--- src/rtl/food_spawner.sv ---
// food_spawner: producer side of the game core's food handshake.
// Two channels watch food_valid_1/2; when a channel reports no food it draws
// pseudo-random in-grid coordinates from one shared 16-bit LFSR, registers
// them and pulses food_received for one cycle.
// Optional feature macro: FOOD_AVOID_DUP_EN (reject a candidate equal to the
// other channel's current food; the fallback nudges x by one on collision).

module food_spawner #(
    parameter int unsigned GRID_W    = 160,
    parameter int unsigned GRID_H    = 120,
    parameter logic [15:0] LFSR_SEED = 16'hACE1,
    parameter int unsigned MAX_TRIES = 8
) (
    input  logic       clk,
    input  logic       resetn,
    input  logic       go_signal,
    input  logic       food_valid_1,
    input  logic       food_valid_2,
    output logic [7:0] new_food_x1,
    output logic [6:0] new_food_y1,
    output logic [7:0] new_food_x2,
    output logic [6:0] new_food_y2,
    output logic       food_received_1,
    output logic       food_received_2
);

    localparam logic [1:0] ST_IDLE = 2'd0;
    localparam logic [1:0] ST_GEN  = 2'd1;
    localparam logic [1:0] ST_ACK  = 2'd2;
    localparam logic [1:0] ST_WAIT = 2'd3;

    localparam logic [8:0] GW      = 9'(GRID_W);
    localparam logic [7:0] GH      = 8'(GRID_H);
    localparam logic [3:0] TRY_MAX = 4'(MAX_TRIES);
    localparam logic [7:0] X1_RST  = 8'(GRID_W / 4);
    localparam logic [7:0] X2_RST  = 8'(3 * GRID_W / 4);
    localparam logic [6:0] Y_RST   = 7'(GRID_H / 2);

    logic [15:0]     lfsr;
    logic [7:0]      cx;
    logic [6:0]      cy;
    logic            in_grid;
    logic [7:0]      fb_x0;
    logic [6:0]      fb_y0;
    logic [1:0][7:0] x_all;
    logic [1:0][6:0] y_all;
    logic [1:0]      gen_all;
    logic [1:0]      recv_all;

    // Free-running Fibonacci LFSR shared by both channels
    always_ff @(posedge clk or negedge resetn) begin
        if (!resetn) begin
            lfsr <= LFSR_SEED;
        end else begin
            lfsr <= {lfsr[14:0], lfsr[15] ^ lfsr[13] ^ lfsr[12] ^ lfsr[10]};
        end
    end

    assign cx = lfsr[15:8];
    assign cy = lfsr[6:0];

    // Candidate range test and single-subtraction fallback fold
    always_comb begin
        in_grid = ({1'b0, cx} < GW) && ({1'b0, cy} < GH);
        fb_x0   = ({1'b0, cx} >= GW) ? 8'({1'b0, cx} - GW) : cx;
        fb_y0   = ({1'b0, cy} >= GH) ? 7'({1'b0, cy} - GH) : cy;
    end

    for (genvar g = 0; g < 2; g++) begin : g_ch
        localparam int unsigned O      = 1 - g;
        localparam logic [7:0]  X_RST  = (g == 0) ? X1_RST : X2_RST;

        logic [1:0] state_q, state_d;
        logic [3:0] try_q, try_d;
        logic [7:0] x_q, x_d;
        logic [6:0] y_q, y_d;
        logic       recv_q;
        logic       fv;
        logic       grant;
        logic       cand_ok;
        logic [7:0] fb_x;
        logic [6:0] fb_y;
        logic       eval;
        logic       fallback;
        logic       accept;

        assign fv    = (g == 0) ? food_valid_1 : food_valid_2;
        // Channel 1 always wins when both are generating
        assign grant = (g == 0) ? 1'b1 : !gen_all[0];

`ifdef FOOD_AVOID_DUP_EN
        logic fb_dup;

        // Reject duplicates of the other channel's food; nudge the fallback x
        always_comb begin
            cand_ok = in_grid && !((cx == x_all[O]) && (cy == y_all[O]));
            fb_dup  = (fb_x0 == x_all[O]) && (fb_y0 == y_all[O]);
            fb_y    = fb_y0;
            if (fb_dup) begin
                fb_x = ({1'b0, fb_x0} == GW - 9'd1) ? 8'd0 : fb_x0 + 8'd1;
            end else begin
                fb_x = fb_x0;
            end
        end
`else
        // No duplicate check: both foods may coincide
        always_comb begin
            cand_ok = in_grid;
            fb_x    = fb_x0;
            fb_y    = fb_y0;
        end
`endif

        assign eval     = (state_q == ST_GEN) && go_signal && grant;
        assign fallback = (try_q >= TRY_MAX);
        assign accept   = eval && (cand_ok || fallback);

        // Channel FSM next-state, try counter and coordinate capture
        always_comb begin
            state_d = state_q;
            try_d   = try_q;
            x_d     = x_q;
            y_d     = y_q;
            case (state_q)
                ST_IDLE: begin
                    if (!fv) begin
                        state_d = ST_GEN;
                        try_d   = 4'd0;
                    end
                end
                ST_GEN: begin
                    if (accept) begin
                        state_d = ST_ACK;
                        x_d     = cand_ok ? cx : fb_x;
                        y_d     = cand_ok ? cy : fb_y;
                    end else if (eval) begin
                        try_d = try_q + 4'd1;
                    end
                end
                ST_ACK:  state_d = ST_WAIT;
                ST_WAIT: begin
                    if (fv) begin
                        state_d = ST_IDLE;
                    end
                end
                default: state_d = ST_IDLE;
            endcase
        end

        // Channel state registers; the pulse is high for the whole ACK cycle
        always_ff @(posedge clk or negedge resetn) begin
            if (!resetn) begin
                state_q <= ST_IDLE;
                try_q   <= 4'd0;
                x_q     <= X_RST;
                y_q     <= Y_RST;
                recv_q  <= 1'b0;
            end else begin
                state_q <= state_d;
                try_q   <= try_d;
                x_q     <= x_d;
                y_q     <= y_d;
                recv_q  <= accept;
            end
        end

        assign x_all[g]    = x_q;
        assign y_all[g]    = y_q;
        assign gen_all[g]  = (state_q == ST_GEN);
        assign recv_all[g] = recv_q;
    end

    assign new_food_x1     = x_all[0];
    assign new_food_y1     = y_all[0];
    assign new_food_x2     = x_all[1];
    assign new_food_y2     = y_all[1];
    assign food_received_1 = recv_all[0];
    assign food_received_2 = recv_all[1];

endmodule

--- config.mk ---
export PLATFORM = sky130hd
export DESIGN_NAME = food_spawner
export DESIGN_NICKNAME = d
export VERILOG_FILES = /design/src/rtl/food_spawner.sv
export SDC_FILE = /design/constraint.sdc
export NUM_CORES = 1
export LEC_CHECK = 0
export ABC_AREA = 1
export ABC_CLOCK_PERIOD_IN_PS = 1600
export CAP_MARGIN = 25
export CORE_MARGIN = 5
export CORE_UTILIZATION = 53
export DETAILED_ROUTE_END_ITERATION = 8
export PLACE_DENSITY_LB_ADDON = 0.2
export SETUP_SLACK_MARGIN = 0.2
export SLEW_MARGIN = 5
export SYNTH_ARGS = -nofsm -noshare
export SYNTH_HDL_FRONTEND = slang
export SYNTH_SLANG_ARGS = --single-unit
--- constraint.sdc ---
create_clock -name clk -period 1.6 [get_ports clk]
set_input_delay 0.32 -clock clk [delete_from_list [all_inputs] [get_ports clk]]
set_output_delay 0.32 -clock clk [all_outputs]
set_load 0.05 [all_outputs]
==> flow_summary.toml <==
[die]
die-area_sq_mm = 0.00680
die_x_um = 82.5
io_pins = 37
coreArea_sq_mm = 0.00511
rows = 26
start_util = 0.545
die_h_um = 82.5

[sta]
period_needed_ps = 1430
fin_crit_sh = 0.892
max_slew_margin = 0.749
setup_viol = 0
timing.hold.ws_ps = 381
finalHoldViolCount = 0
layout_setup_ws_ps = 174
worst_pin_slew_ps = 372
fin_setup_tns_ps = 0
maxSlewViolCount = 0
fin_skew_ps = 16.4
rsz0062_at_grt = "true"
fmax_mhz = 701

[setup_path]
critPathRequiredTime_ps = 1830
crit_end = "g_ch[0].state_q[0]"
critPathLaunchType = "register"
worstReg2RegEnd = "g_ch[0].state_q[0]"
critical_path_class = "reg -> reg"
worstPathMaxFanout = 6
ff2ff_path_depth = 9
rrSetupSlack_ps = 170
worst_ep_arrival_time_ps = 1660
rr_startpoint = "lfsr[4]"
end_kind = "register"
startpoint = "lfsr[4]"

[clocking]
path_clk_slew_ps = 70
htreeDepth = 3
clk_latency_ps = 350
clock-sinks = 60
clockBufferDepth = 2
cts_tree = "done"
root_buffer = "clkbuf_8"
cts_buffers = 9

[pwr]
vdd_drop_max_mv = 1.19
p_per_area_mw_per_mm2 = 1200
power_leakage_nw = 1.86
power.total_mw = 4.87

[status]
outcome = "complete, no violations"

[global_route]
grt.total_usage = 0.178
grt_max_degree = 61
first_global_vias = 1984
antenna_found_initial = 0
grt_first_pass_wirelength_mm = 8.93
grt_overflow = 0

[layout]
drive_gt1_frac = 0.510
multiInputGateArea_sq_mm = 0.00129
syn2layout_area_growth_pct = 45.1
nFillCells = 300
fin_nets = 369
regArea_sq_mm = 0.00153
n_antenna_cell = 0

[detailed_routing]
viasPerCell = 5.02
drt_wl_total_mm = 6.60
drcViolationCount = 0
drt_iter0_drc = 80
num_vias = 2132
drt-wirelength-per-cell_um = 15.5
dr.pass1.iters = 4
ant_nets = 0

[placement]
io_buffers = 36
gp_congestion = 0.736
preCtsSetupSlack_ps = 65.7
hpwl_mm = 3.48

[synthesis]
synth_top_family_by_area = "simple AND/OR/NAND/NOR gates"
synth_commonest_cells = "nand2_1 (77), dfrtp_1 (38), inv_1 (25)"
ys_warn_count = 0
synth-seq-cells = 60
avgSynthCellArea_sq_um = 10.2
yosys.area_share.simple = 0.229
syn_nets = 291
netlist_instances = 272
synth_ff_type = "dfrtp_1"
synth.top_cells.by_area = "dfrtp_1 (34%), dfstp_2 (21%), nand2_1 (10%)"
synth-compound-area-share = 0.0719
synth_top_cell_area_share = 0.341
synth_cell_types = 28
synth_most_common_cell = "nand2_1"
yosys.area_share.xor_xnor = 0.0220
seq_area_frac_synth = 0.549
synthAdderAreaFrac = 0.0629
synth.area.mux_share = 0.00359
synth_top_cell_by_area = "dfrtp_1"
synthArstFlopShare = 1.00
syn_area_sq_mm = 0.00279
synth_edf_count = 0

[hold_path]
min_path_type = "reg -> reg"

[job]
maxCapViolCount = 0
routing by layer:
layer | part of all wire | vias up | wire length [um] | track usage
met2 | 0.54 | 50 | 3550 | 0.301
met5 | 0 | - | 0 | 0
li1 | - | 1009 | - | -
met4 | 0.027 | 0 | 177 | 0.0686
met3 | 0.042 | 17 | 278 | 0.0662
met1 | 0.39 | 1056 | 2590 | 0.204
timing repair:
| item | in CTS | in global routing |
|---|---|---|
| hold buffers | 1 | 0 |
| setup buffers | 4 | 17 |
| resized for setup | 7 | 47 |
| endpoints found under the setup margin | 39 | 42 |
| pin swaps | 0 | 16 |
| gates cloned | 0 | 5 |
| hold endpoints to repair | 38 | 0 |
registers in the layout, indices dropped and copies added (netlist names):
signal           count
new_food_x1          8
food_received_1      1
new_food_y2          7
new_food_y1          7
lfsr                16
food_received_2      1
new_food_x2          8
g_ch.state_q         4
g_ch.try_q           8
cells in the final DEF, fill, tap and decap left out, drive strengths merged, types with 10 or more instances in the layout:
cell    count
nand2     100
clkbuf     12
ha         14
o21ai      28
dfstp      22
buf        62
nor2       10
nand3      12
inv        30
dfrtp      38
cell families after synthesis:
kind of cell,Yosys count
simple gates,125
buf+inv,34
flops,60
fa+ha+maj,14
compound gates,31
xor+xnor,7
mux,1
stage by stage:
stage / util / cells / area [sq um]
3_5_place_dp: 0.667 / 382 / 3410
6_report: 0.791 / 425 / 4040
3_3_place_gp: 0.667 / 382 / 3410
2_1_floorplan: - / 272 / 2790
5_1_grt: 0.791 / 425 / 4040
4_1_cts: 0.713 / 403 / 3640
worst min-delay path by stage:
stage,start,end,slack [ps],depth (start not counted)
2_1_floorplan,resetn,food_received_1,20,0
3_3_place_gp,resetn,new_food_x1[1],340,2
3_5_place_dp,resetn,new_food_x2[2],350,2
4_1_cts,lfsr[8],lfsr[9],380,0
5_1_grt,lfsr[7],lfsr[8],390,0
6_report,lfsr[2],lfsr[3],380,0
power breakdown:
group          internal, mW  switching, mW  leakage (nW)
Sequential             1.63         0.0970         0.744
Combinational         0.851           1.11          1.03
Clock                 0.551          0.625        0.0848
Total                  3.03           1.83          1.86
worst max-delay path, cell delays in order (launching register included):
cell	delay (ps)
dfrtp_2	450
ha_4	180
nand3_4	80
nand2_4	70
nand2_4	120
nand2_8	100
nand2_4	100
nand2_4	70
nand2_2	70
o21ai_1	60
final cells by class:
| class | count | share of cell area |
|---|---|---|
| inverter | 30 | 0.0316 |
| clock inverter | 7 | 0.0108 |
| sequential | 60 | 0.379 |
| clock buffer | 9 | 0.0307 |
| tap | 70 | 0.0217 |
| timing repair buffer | 69 | 0.206 |
| multi-input combinational | 180 | 0.320 |
Power figures use the tool's default switching activity.
